==> src/rtl/uart_tx_fifo.sv <==
// First-word-fall-through byte FIFO that feeds the UART transmitter.
// Status outputs come from the registered occupancy only, so they have no path from wr_en or tx_rden.
module uart_tx_fifo #(
   parameter int DEPTH        = 16,
   parameter int AFULL_THRESH = DEPTH - 2
) (
   input  logic                       clk,
   input  logic                       rst,
   input  logic                       wr_en,
   input  logic [7:0]                 wr_data,
   output logic                       full,
   output logic                       almost_full,
   output logic                       overflow,
   input  logic                       ovf_clr,
   input  logic                       flush,
   output logic [$clog2(DEPTH):0]     count,
   output logic [7:0]                 tx_data,
   output logic                       tx_empty,
   input  logic                       tx_rden
);

   localparam int AW = $clog2(DEPTH);
   localparam int CW = AW + 1;
   localparam logic [CW-1:0] DEPTH_C = CW'(DEPTH);
   localparam logic [CW-1:0] AFULL_C = CW'(AFULL_THRESH);
   localparam logic [CW-1:0] ZERO_C  = {CW{1'b0}};
   localparam logic [CW-1:0] ONE_C   = CW'(1);
   localparam logic [AW-1:0] PTR_ONE = AW'(1);

   logic [7:0]    mem_r [DEPTH];
   logic [AW-1:0] wr_ptr_r;
   logic [AW-1:0] rd_ptr_r;
   logic [CW-1:0] count_r;
   logic          overflow_r;

   logic          full_s;
   logic          empty_s;
   logic          push_s;
   logic          pop_s;
   logic          drop_s;
   logic [7:0]    tx_data_s;

   // Qualify requests against registered occupancy; flush overrides push, pop and drop.
   always_comb begin
      full_s    = (count_r == DEPTH_C);
      empty_s   = (count_r == ZERO_C);
      push_s    = 1'b0;
      pop_s     = 1'b0;
      drop_s    = 1'b0;
      tx_data_s = 8'h00;
      if (!flush) begin
         push_s = wr_en & ~full_s;
         pop_s  = tx_rden & ~empty_s;
         drop_s = wr_en & full_s;
      end else begin
         push_s = 1'b0;
         pop_s  = 1'b0;
         drop_s = 1'b0;
      end
      if (!empty_s) begin
         tx_data_s = mem_r[rd_ptr_r];
      end else begin
         tx_data_s = 8'h00;
      end
   end

   // Storage array; contents need no reset because tx_data is masked while empty.
   always_ff @(posedge clk) begin
      if (push_s) begin
         mem_r[wr_ptr_r] <= wr_data;
      end
   end

   // Pointers and occupancy.
   always_ff @(posedge clk or posedge rst) begin
      if (rst) begin
         wr_ptr_r <= {AW{1'b0}};
         rd_ptr_r <= {AW{1'b0}};
         count_r  <= ZERO_C;
      end else if (flush) begin
         wr_ptr_r <= {AW{1'b0}};
         rd_ptr_r <= {AW{1'b0}};
         count_r  <= ZERO_C;
      end else begin
         if (push_s) begin
            wr_ptr_r <= wr_ptr_r + PTR_ONE;
         end
         if (pop_s) begin
            rd_ptr_r <= rd_ptr_r + PTR_ONE;
         end
         case ({push_s, pop_s})
            2'b10:   count_r <= count_r + ONE_C;
            2'b01:   count_r <= count_r - ONE_C;
            default: count_r <= count_r;
         endcase
      end
   end

   // Sticky overflow; a dropped push wins over a coincident clear.
   always_ff @(posedge clk or posedge rst) begin
      if (rst) begin
         overflow_r <= 1'b0;
      end else if (drop_s) begin
         overflow_r <= 1'b1;
      end else if (ovf_clr) begin
         overflow_r <= 1'b0;
      end
   end

   assign full        = full_s;
   assign almost_full = (count_r >= AFULL_C);
   assign overflow    = overflow_r;
   assign count       = count_r;
   assign tx_empty    = empty_s;
   assign tx_data     = tx_data_s;

endmodule
==> config.mk <==
export PLATFORM = sky130hd
export DESIGN_NAME = uart_tx_fifo
export DESIGN_NICKNAME = d
export VERILOG_FILES = /design/src/rtl/uart_tx_fifo.sv
export SDC_FILE = /design/constraint.sdc
export NUM_CORES = 1
export LEC_CHECK = 0
export BUFFER_PORTS_ARGS = -buffer_cell sky130_fd_sc_hd__buf_2
export CAP_MARGIN = 30
export CORE_MARGIN = 2
export CORE_UTILIZATION = 55
export CTS_BUF_LIST = sky130_fd_sc_hd__clkbuf_4 sky130_fd_sc_hd__clkbuf_8
export DETAILED_ROUTE_END_ITERATION = 7
export PLACE_DENSITY = 0.78
export SETUP_SLACK_MARGIN = 0.1
export SYNTH_ARGS = -nofsm -noshare
export SYNTH_HDL_FRONTEND = slang
export SYNTH_SLANG_ARGS = --single-unit
==> constraint.sdc <==
create_clock -name clk -period 3.8 [get_ports clk]
set_clock_uncertainty 0.2 [all_clocks]
set_input_delay 0.95 -clock clk [delete_from_list [all_inputs] [get_ports clk]]
set_output_delay 0.95 -clock clk [all_outputs]
set_load 0.01 [all_outputs]
* Word level (Yosys, flattened, before mapping)
Memory sizes are Yosys's and may differ from the RTL's. Index checks and enable logic that the tools add are counted.
Cells by class: add/subtract/negate cells 4, magnitude comparators 1, eq/ne operators 3, muxes and demuxes 14, bitwise gates (word level) 5, reductions and logical operators 5
Operators by type and width (count):
- two-way mux 4 bit | 4
- one-hot mux 5 bit (2 select lines) | 1
- adder 4 x 1 -> 4 bit (second input constant) | 2
- two-way mux 8 bit | 1
- two-way mux 1 bit | 7
- nonzero test 2 bit | 3
- adder 5 x 1 -> 5 bit (second input constant) | 1
- == test 5 bit (second input constant) | 1
- greater-or-equal comparator 5 x 4 -> 1 bit (second input constant) | 1
- zero test 5 bit | 1
- two-way mux 5 bit | 1
- subtractor 5 x 1 -> 5 bit (second input constant) | 1
- AND 1 bit | 3
- nonzero test 3 bit | 1
- == test 2 x 1 -> 1 bit (second input constant) | 1
- == test 2 bit (second input constant) | 1
- NOT 1 bit | 2
Storage, ports and cells: bits in registers 14, RAM bits 128, input bits 14, output and inout port bits 17, logic and storage cells 37, memories kept 1
Memories:
- mem_r | depth 16, bits a word 8, read ports 1, clocked after Yosys merged registers in 0, wr ports 1, line 30 | logic [7:0] mem_r [DEPTH];

* Longest topological paths before layout
Gate-level depths: netlist (run 1).
depth in word-level cells 7, depth in mapped cells 10, depth with buffers taken out 9

* Worst setup path after synthesis (run 1)
No wires, ideal clock.
path kind input to register, start point in wr_en, end point mem mem_r[3][0] (enable), setup time 383 ps, data arrival time 2526 ps, data required time 3217 ps, setup slack 691 ps, stages 6, buffers on the path 1, cell sequence clkbuf_2 inv_1 a21oi_1 and2_1 nand2_1 nor3_1
On the way: word-level cells in the longest chain between the ends 4
RTL lines:
- start: declaration | line 9 | input logic wr_en,
- AND 1 bit | line 52 | push_s = wr_en & ~full_s;
- two-way mux 1 bit | line 51 | if (!flush) begin
- two-way mux 1 bit | line 69 | if (push_s) begin
- two-way mux 1 bit (not written as such) | line 70 | mem_r[wr_ptr_r] <= wr_data;
- end: declaration | line 30
Every way passes these cells.

* Worst setup path in the final report (run 1)
start point reg rd_ptr_r[0], end point out tx_data[4]
On the way: word-level cells in the longest chain between the ends 2
RTL lines:
- start: declaration | line 32 | logic [AW-1:0] rd_ptr_r;
- start signal: assignment | line 78 | rd_ptr_r <= {AW{1'b0}};
- start signal: assignment | line 82 | rd_ptr_r <= {AW{1'b0}};
- start signal: assignment | line 89 | rd_ptr_r <= rd_ptr_r + PTR_ONE;
- memory read (16 x 8 bit)
- two-way mux 8 bit | line 60 | if (!empty_s) begin
- end: declaration | line 17 | output logic [7:0] tx_data,
Every way passes these cells.

==> summary.md, run 1 <==
| Metric | Value |
|---|---|
| CTS Buf Count | 17 |
| Row count | 37 |
| CTS tree | yes |
| Setup crit start | rd_ptr_r[0] |
| Sequential area share after synthesis | a little under three quarters |
| Largest family of logic cells by synthesized area | multiplexers |
| Ys Warns | 0 |
| Peak Freq | 276.5 MHz |
| Area grow syn2layout | 14.26% |
| Tightest Hold Check Type | primary input to asynchronous set/reset pin |
| Hold_ws | 0.3377 ns |
| DRC Markers | 0 |
| Count of final hold-check violations | 0 |
| Most frequent cells in the layout | edfxtp_1 (128), mux4_2 (40), buf_2 (30) |
| Ys flop type | edfxtp_1 |
| Largest net degree at the start of global routing | 36 |
| Root Buffer | clkbuf_8 |
| Fin crit period | 3.617 ns |
| Initial DRC Count | 317 |
| Fraction of registers with async set/reset | 9.859% |
| I/O pins | 31 |
| Starting Density | between 50% and 60% |
| Drt via density | just under 6 |
| Die Wd | around 110 um |
| # setup viols final | 0 |
| Vias in the first global route | 2,978 |
| Crit path arrival time | 2.47 ns |
| Core area | 10,370 um^2 |
| Antenna viol nets, final | 0 |
| RSZ-0062 raised after global routing | yes |
| Commonest non-fill, non-tap cell in the layout | edfxtp_1 |
| Startpoint Class | flop |
| Crit Path Class | flop to output port |
| Yosys top cell area share | between 60% and 70% |
| Worst Path Required | between 2 and 3 ns |
| Period utilization | a little over nine tenths |
| Layout cells sized above 1 | 34.88% |
| Cell area after layout | 6765 um^2 |
| Routability Congestion | 0.8356 |
| DRT Pass-1 Iters | 4 |
| Mapped Area | 5921 um^2 |
| CP endpoint kind | output port |
| Yosys cell types | 39 |
| Most numerous cell on the critical path | mux4_2 |
| Total routed wirelength | 11.18 mm |
| Vias | between 3,000 and 4,000 |
| Worst skew pair latency | roughly 0.43 ns |
| Setup WS pre-CTS | 0.4444 ns |
| Slew Viols, Final | 0 |
| Delay-heaviest family, CP | multiplexers |
| DIE AREA | between 10,000 and 15,000 um^2 |
| Clock-pin slew on the worst setup and hold paths | around 0.07 ns |
| Post-Synth XOR/XNOR Area | under 10% |
| CTS H-tree depth | 4 |
| Initial antenna violation count | 0 |
| Critical R2R Capture | count[4] |
| Die height | 107.8 um |
| Crit-path cells | buf_12 -> mux4_2 -> mux4_2 -> and2_1 -> buf_2 |
| Clk sinks | 142 |
| Reg-to-Reg Start | count[1] |
| Post-synth EDFFs | 128 |
| Reg2reg setup slack | approximately 0.89 ns |
| Maximum root-to-sink buffer count | 2 |
| Slowest CP cell | mux4_2 |
| Worst-Margin Slew | between 0.6 and 0.7 ns |
| Total gr overflow | 0 |
| P_leak | 2.343 nW |
| Worst Slack Setup Final | about 0.18 ns |
| Mux share of post-synthesis cell area | 15.55% |
| Outcome | completed |
| Max-cap viol count | 0 |
| Dpl cell area | around 6300 um^2 |
| First-pass GRT wire length | roughly 17 mm |
| Buf/Inv on CP | 2 |
| Setup_tns | 0 ns |
| Post-layout net count | 395 |
| Synth area leader | edfxtp_1 |
| Crit-path max FO | 16 |
| Hpwl dp | 7.254 mm |
| Compound-Gate Fraction of Synth Area | 2.557% |
| Peak VDD IR | 0.2937 mV |
| Max-Slew Margin vs Limit | 53.81% |
| Register-to-Register Path Depth | 9 |
| Finished Core Util | around 65% |
| Syn_nets | 339 |
| # port buffers | 30 |
| Adder-cell share of the synthesized area | 1.479% |
| Post-synthesis simple-gate area fraction | 6.107% |
| Synth Register Bits | 142 |
| WL per Instance | 21.37 um |
| GRT Overall Usage | 21.17% |
| Syn_area_per_cell | ~19 um^2 |
| Largest stage delay on the critical path | 0.53 ns |
| PD cells | approximately 600 nW/um^2 |
| Synth top area cells | edfxtp_1 (65%), mux4_2 (15%), dfrtp_1 (5.9%) |
| Diode count | 0 |
| Synthesized instance count | 318 |
-- Yosys cell counts (4+ instances only) --
cell / instances
o21ai_0: 4
nand2_1: 13
inv_1: 10
mux4_2: 40
nand3_1: 6
and2_1: 9
buf_4: 4
edfxtp_1: 128
ha_1: 7
nor2_1: 23
nor3_1: 6
xor2_1: 6
dfrtp_1: 14
clkbuf_1: 9
a21oi_1: 8
-- stage by stage --
step | std cells | power, mW
floorplan | 318 | 2.700
detailed placement | 488 | 2.990
CTS | 521 | 4.202
global route | 523 | 4.374
global placement | 488 | 2.961
finish | 523 | 4.174
-- layout make-up --
| cell class | count | area (um^2) |
|---|---|---|
| Fill cell | 699 | 3605 |
| Clock inverter | 11 | 142.6 |
| Clock buffer | 21 | 264.0 |
| Timing Repair Buffer | 56 | 361.6 |
| Multi-Input combinational cell | 147 | 1592 |
| Tap cell | 136 | 170.2 |
| Sequential cell | 142 | 4198 |
| Inverter | 10 | 37.54 |
-- how the worst max path moves through the flow --
stage / slack [ns] / end / cells past startpoint
finish: 0.18 / tx_data[4] / 5
global route: 0.09 / tx_data[5] / 5
CTS: 0.12 / tx_data[4] / 5
detailed placement: 0.44 / tx_data[6] / 5
global placement: 0.50 / tx_data[1] / 5
floorplan: 0.69 / mem_r[3][0] / 6
-- cell families after synthesis --
| logic type | Yosys count |
|---|---|
| XOR/XNOR | 8 |
| buffers and inverters | 29 |
| adder cells (fa/ha/maj) | 7 |
| AND/OR/NAND/NOR | 70 |
| flip-flops | 142 |
| multiplexers | 42 |
| AO/OA/AOI/OAI | 20 |
-- layer usage --
metal  track usage, %  vias to the layer above  wire length [um]
li1                 -                     1373                 -
met1            28.65                     1586              4677
met2            32.70                      110              5510
met3            5.569                       18               749
met4            9.432                        0               240
met5                0                        -                 0
-- timing repair --
action                                  in CTS  in global routing
gates resized for setup                      2                  0
endpoints found under the setup margin       7                  4
setup buffers                                1                  2
gates cloned                                 0                  0
hold buffers                                 0                  0
-- report_power, final --
group | internal (mW) | switching [mW] | leakage, nW | total (mW)
sequential | 1.76 | 0.0952 | 1.34 | 1.86
clock | 0.674 | 0.523 | 0.209 | 1.20
combinational | 0.586 | 0.534 | 0.793 | 1.12
-- registers in the layout, indices dropped and copies added (netlist names) --
name,cells
count,5
rd_ptr_r,4
mem_r,128
overflow,1
wr_ptr_r,4
Power figures use the tool's default switching activity.
==> run 2: changes to the inputs <==
--- a/config.mk
+++ b/config.mk
@@ -14,4 +14,5 @@
 export PLACE_DENSITY = 0.78
 export SETUP_SLACK_MARGIN = 0.1
+export SLEW_MARGIN = 40
 export SYNTH_ARGS = -nofsm -noshare
 export SYNTH_HDL_FRONTEND = slang
==> constraint.sdc (replaced) <==
create_clock -name clk -period 3.8 [get_ports clk]
set_clock_uncertainty 0.2 [all_clocks]
set_input_delay 0.38 -clock clk [delete_from_list [all_inputs] [get_ports clk]]
set_output_delay 0.38 -clock clk [all_outputs]
set_load 0.01 [all_outputs]
==> run 2 against run 1 <==
  * Via count up 0.65%
  * Non-clock buffer count down 2
  * Critical path depth stayed put
  * Largest cell class unchanged
  * Critical endpoint is now tx_data[7]
==> summary.md, run 2 (synthesis gave the netlist of run 1 again) <==
| Metric | Value |
|---|---|
| Outcome | completed |
| # port buffers | 30 (unchanged) |
| Drt via density | 5.975 (+1.2%) |
| DIE AREA | 11,610 um^2 (unchanged) |
| NetSw | 1.182 mW (+2.5%) |
| Initial DRC Count | 277 (-13%) |
| WL per Instance | 22.57 um (+5.6%) |
| Most frequent cells in the layout | edfxtp_1 (128), mux4_2 (40), buf_2 (30) |
| Area grow syn2layout | 14.20% (about the same) |
| Reg-to-Reg Start | count[1] |
| Min-Delay Startpoint | wr_data[6] |
| Cell area after layout | 6761 um^2 (about the same) |
| CP endpoint kind | output port |
| Cell internal pwr | 3.038 mW (+0.54%) |
| Commonest non-fill, non-tap cell in the layout | edfxtp_1 |
| First-pass GRT wire length | 18.16 mm (+5.4%) |
| Total routed wirelength | 11.74 mm (+5.0%) |
| Clk pwr share | 29.8% (+1.1 points) |
| Crit-path max FO | 23 (+7) |
| Hpwl dp | 7.561 mm (+4.2%) |
| Largest stage delay on the critical path | 0.68 ns (+0.15 ns) |
| Routability Congestion | 0.8336 (-0.24%) |
| Slew Viols, Final | 0 (unchanged) |
| Antenna viol nets, final | 0 (unchanged) |
| Peak VDD IR | 0.3525 mV (+20%) |
| DRT Pass-1 Iters | 5 (+1) |
| Crit-path cells | buf_12 -> mux4_2 -> mux4_2 -> and2_1 -> buf_2 |
| Hold Crit Depth | 1 |
| Max-cap viol count | 0 (unchanged) |
| Post-layout net count | 393 (-0.51%) |
| Top reg by flops | mem_r |
| Die height | 107.8 um (unchanged) |
| Peak Freq | 296.7 MHz (+7.3%) |
| Total gr overflow | 0 (unchanged) |
| DRC Markers | 0 (unchanged) |
| Register-to-Register Path Depth | 9 (unchanged) |
| Maximum root-to-sink buffer count | 2 (unchanged) |
| Gate power share | 25.7% (-1.1 points) |
| Worst Slack Setup Final | 0.4292 ns (+0.2461 ns) |
| P_leak | 2.328 nW (-0.61%) |
| Dpl cell area | 6322 um^2 (-0.12%) |
| # setup viols final | 0 (unchanged) |
| Clk sinks | 142 (unchanged) |
| Tightest Hold Check Type | primary input to flop |
| Period utilization | 88.71% (-6.5 points) |
| Initial antenna violation count | 0 (unchanged) |
| Crit Path Class | flop to output port |
| Switch share | 28.00% (+0.39 points) |
| Core area | 10,370 um^2 (unchanged) |
| Die Wd | 107.8 um (unchanged) |
| Largest net degree at the start of global routing | 36 (unchanged) |
| Count of final hold-check violations | 0 (unchanged) |
| Most numerous cell on the critical path | mux4_2 |
| Crit path arrival time | 2.79 ns (+0.32 ns) |
| PD cells | 624.0 nW/um^2 (+1.1%) |
| Filler cells | 678 (-3.0%) |
| Clock-pin slew on the worst setup and hold paths | 0.07 ns (about the same) |
| Number of flip-flops in the largest register | 128 (unchanged) |
| Row count | 37 (unchanged) |
| Max-Slew Margin vs Limit | 53.40% (-0.41 points) |
| Starting Density | 57.09% (unchanged) |
| RSZ-0062 raised after global routing | no |
| Diode count | 0 (unchanged) |
| Setup_tns | 0 ns (unchanged) |
| Vias in the first global route | 3,033 (+1.8%) |
| Root Buffer | clkbuf_8 |
| Reg2reg setup slack | 0.91 ns (+0.02 ns) |
| Fin crit period | 3.371 ns (-0.2461 ns) |
| I/O pins | 31 (unchanged) |
| CTS Buf Count | 17 (unchanged) |
| Reg power frac | 44.5% (about the same) |
| Worst Path Required | 3.22 ns (+0.57 ns) |
| Startpoint Class | flop |
| Worst-Margin Slew | 0.6990 ns (+0.006190 ns) |
| WHS Endpoint | mem_r[11][6] |
| Vias | 3,107 (+0.65%) |
| Layout cells sized above 1 | 33.59% (-1.3 points) |
| Worst skew pair latency | 0.43 ns (about the same) |
| CTS tree | yes |
| Critical R2R Capture | count[4] |
| GRT Overall Usage | 22.40% (+1.2 points) |
| Slowest CP cell | dfrtp_2 |
| Setup WS pre-CTS | 0.8479 ns (+0.4035 ns) |
| CTS H-tree depth | 4 (unchanged) |
| Finished Core Util | 65.20% (about the same) |
-- run 2: worst max-delay path by stage --
stage | end | startpoint | slack (ns) | cells after the start
floorplan | count[4] | count[1] | 1.09 | 10
global placement | tx_data[7] | rd_ptr_r[0] | 0.86 | 5
detailed placement | tx_data[7] | rd_ptr_r[0] | 0.85 | 5
CTS | tx_data[7] | rd_ptr_r[0] | 0.39 | 5
global route | tx_data[7] | rd_ptr_r[0] | 0.29 | 5
finish | tx_data[7] | rd_ptr_r[0] | 0.43 | 5
-- run 2: repair_timing --
action	4_1_cts	5_1_grt
gates resized for setup	0	0
buffers inserted	0	0
hold buffers	2	0
setup endpoints to repair	0	0
endpoints found under the hold margin	15	0
-- run 2: power groups by stage --
stage | Clock (mW) | Combinational [mW] | Sequential (mW)
floorplan | 0 | 0.854 | 1.85
global placement | 0 | 1.06 | 1.91
detailed placement | 0 | 1.09 | 1.92
CTS | 1.27 | 1.10 | 1.88
global route | 1.34 | 1.18 | 1.90
finish | 1.26 | 1.08 | 1.88
-- run 2: per-stage QoR --
stage | hold slack, ns | instances | total power, mW
6_report | 0.1161 | 520 | 4.220
5_1_grt | 0.1157 | 520 | 4.417
4_1_cts | 0.1055 | 520 | 4.251
3_5_place_dp | 0.2555 | 487 | 3.006
3_3_place_gp | 0.2471 | 487 | 2.968
2_1_floorplan | 0.06922 | 318 | 2.700
-- run 2: worst max-delay path: cells and delay by family, from the launching register on --
family                 cells  cell delay [ns]
buffers and inverters      2             0.42
flip-flops                 1             0.68
multiplexers               2             1.06
AND/OR/NAND/NOR            1             0.18
-- run 2: layout make-up --
type,count,area [um^2],area share (%)
tap,136,170.2,2.517
clock inverter,12,170.2,2.517
timing repair buffer,54,347.8,5.144
clock buffer,19,249.0,3.682
sequential,142,4195,62.05
inverter,10,37.54,0.5551
multi-input combinational,147,1592,23.54
-- run 2: routing by layer --
metal	vias to the layer above	GRT usage, %	share of wire (%)
met3	15	5.448	7.4
li1	1366	-	-
met1	1593	32.11	41
met5	-	0	0
met2	133	34.86	51
met4	0	6.319	1.2
==> run 3: changes to the inputs <==
clock period = 3.25 ns   (was 3.8 ns; I/O delays follow)
==> run 3 against run 2 <==
  * Sequential share of layout area shrank 0.51 points
  * Total power rose by 21%
  * Sequential power increased by 15%
  * Via count is 0.13% lower
  * Wire length decreased by 0.47%
  * Worst setup slack got worse by 0.14 ns
  * Non-clock buffer count is 1 higher
  * Count of clock-buffer cells in the layout fell by 2
  * Core utilization is 0.58 points higher
  * Final cell count rose by 0.38%
  * Critical endpoint is now tx_data[4]
  * Die area unchanged
==> summary.md, run 3 (synthesis gave the netlist of run 1 again) <==
| Metric | Value |
|---|---|
| Outcome | completed |
| Buf/Inv on CP | 2 (unchanged) |
| WHS Endpoint | mem_r[0][0] |
| Delay-heaviest family, CP | multiplexers |
| Slew Viols, Final | 0 (unchanged) |
| # setup viols final | 0 (unchanged) |
| I/O pins | 31 (unchanged) |
| Routability Congestion | 0.8631 (+3.5%) |
| Diode count | 0 (unchanged) |
| Clk sinks | 142 (unchanged) |
| Commonest non-fill, non-tap cell in the layout | edfxtp_1 |
| Dpl cell area | 6315 um^2 (-0.12%) |
| Vias in the first global route | 3,134 (+3.3%) |
| Number of flip-flops in the largest register | 128 (unchanged) |
| Hold_ws | 0.06911 ns (-0.04698 ns) |
| CTS H-tree depth | 4 (unchanged) |
| # port buffers | 30 (unchanged) |
| Largest stage delay on the critical path | 0.54 ns (-0.14 ns) |
| Initial antenna violation count | 0 (unchanged) |
| Reg-to-Reg Start | count[1] |
| Finished Core Util | 65.78% (+0.58 points) |
| Top reg by flops | mem_r |
| DRC Markers | 0 (unchanged) |
| Antenna viol nets, final | 0 (unchanged) |
| Crit-path max FO | 19 (-17%) |
| First-pass GRT wire length | 18.04 mm (-0.68%) |
| GRT Overall Usage | 22.27% (-0.13 points) |
| Period utilization | between 90 and 100% |
| Peak VDD IR | 0.3863 mV (+9.6%) |
| Core area | 10,370 um^2 (unchanged) |
| Overall power | 5.107 mW (+21%) |
| Critical R2R Capture | count[4] |
| Max-Slew Margin vs Limit | 54.91% (+1.5 points) |
| Crit Path Class | flop to output port |
| Post-layout net count | 394 (+0.25%) |
| PD cells | 748.6 nW/um^2 (+20%) |
| Startpoint Class | flop |
| CTS tree | yes |
| DIE AREA | 11,610 um^2 (unchanged) |
| Hold Crit Depth | 1 (unchanged) |
| Maximum root-to-sink buffer count | 2 (unchanged) |
| Total gr overflow | 0 (unchanged) |
| CP endpoint kind | output port |
| Layout cells sized above 1 | 34.46% (+0.86 points) |
| RSZ-0062 raised after global routing | no |
| Worst Path Required | 2.72 ns (-0.50 ns) |
| P_leak | 2.358 nW (+1.3%) |
| Root Buffer | clkbuf_8 |
| Most numerous cell on the critical path | mux4_2 |
| CTS Buf Count | 17 (unchanged) |
| Peak Freq | 337.9 MHz |
| Crit-path cells | buf_12 -> mux4_2 -> mux4_2 -> and2_1 -> buf_2 |
| DRT Pass-1 Iters | 4 (-1) |
| Fin crit period | around 3 ns |
| Cell area after layout | 6822 um^2 (+0.89%) |
| Starting Density | 57.09% (unchanged) |
| Total routed wirelength | 11.68 mm (-0.47%) |
| Crit path arrival time | 2.43 ns (-0.36 ns) |
| Count of final hold-check violations | 0 (unchanged) |
| Worst-Margin Slew | 0.6763 ns (-0.02271 ns) |
| Tightest Hold Check Type | primary input to flop |
| Reg2reg setup slack | 0.35 ns (-0.56 ns) |
| Worst skew pair latency | 0.42 ns (about the same) |
| Most frequent cells in the layout | edfxtp_1 (128), mux4_2 (40), buf_2 (30) |
| Drt via density | 5.944 (-0.51%) |
| Die height | 107.8 um (unchanged) |
| Clock-pin slew on the worst setup and hold paths | 0.08 ns (about the same) |
| Area grow syn2layout | 15.22% |
| Vias | 3,103 (-0.13%) |
| Register-to-Register Path Depth | 9 (unchanged) |
| Largest net degree at the start of global routing | 36 (unchanged) |
| WL per Instance | 22.38 um (-0.85%) |
| Max-cap viol count | 0 (unchanged) |
| Initial DRC Count | 329 (+19%) |
| Min-Delay Startpoint | wr_data[0] |
| Row count | 37 (unchanged) |
| Die Wd | 107.8 um (unchanged) |
| Slowest CP cell | mux4_2 |
| Hpwl dp | 7.104 mm (-6.0%) |
| Setup_tns | 0 ns (unchanged) |
## run 3: changes by cell type in the layout (fill, tap and decap cells not counted)
cell | previous run | this run
inv_6 | 0 | 2
clkinvlp_4 | 2 | 1
clkinv_1 | 2 | 0
bufinv_16 | 4 | 5
dfrtp_4 | 0 | 1
dfrtp_2 | 1 | 0
clkinv_2 | 2 | 1
buf_4 | 21 | 22
inv_8 | 0 | 1
clkbuf_4 | 2 | 0
clkinv_4 | 2 | 5
## run 3: final cells by class
class	count	area (um^2)
Tap cell	136	170.2
Timing Repair Buffer	55	355.3
Sequential cell	142	4198
Clock inverter	15	235.2
Clock buffer	17	234.0
Inverter	10	37.54
Multi-Input combinational cell	147	1592
Fill cell	693	3548
## run 3: power breakdown
part           leakage, nW  switching, mW  internal [mW]
Clock                0.233          0.677          0.928
Sequential            1.34          0.101           2.06
Combinational        0.784          0.664          0.679
Total                 2.36           1.44           3.66
## run 3: routing by layer
metal | track usage [%] | up-vias | wire length (um)
li1 | - | 1377 | -
met1 | 32.04 | 1580 | 4670
met2 | 34.01 | 135 | 5835
met3 | 6.053 | 11 | 1060
met4 | 6.410 | 0 | 116
met5 | 0 | - | 0
## run 3: timing repair
| item | CTS | global route |
|---|---|---|
| resized for setup | 1 | 0 |
| endpoints found under the hold margin | 15 | 0 |
| hold buffers | 2 | 0 |
| buffers inserted | 2 | 0 |
| setup endpoints to repair | 7 | 0 |
## run 3: worst max-delay path by stage
stage,from,depth (start not counted),endpoint,slack (ns)
after floorplan,count[1],10,count[4],0.54
after global placement,count[1],9,count[4],0.52
after detailed placement,count[1],9,count[4],0.38
after CTS,rd_ptr_r[0],5,tx_data[4],0.24
after global routing,rd_ptr_r[1],5,tx_data[7],0.19
final,rd_ptr_r[0],5,tx_data[4],0.29
## run 3: worst register-to-register path: stages (launching register included)
cell and delay [ns]:
dfrtp_1 0.53, or4_4 0.60, o2111ai_2 0.29, xnor2_1 0.13
ha_1 0.24, or3_1 0.31, a21oi_1 0.14, mux2i_1 0.10
a21oi_1 0.18, nor3b_2 0.06
## run 3: through the flow
stage	cells	worst slack, ns
4_1_cts	522	0.2415
5_1_grt	522	0.1884
3_5_place_dp	486	0.3842
3_3_place_gp	486	0.5223
2_1_floorplan	318	0.5449
6_report	522	0.2909
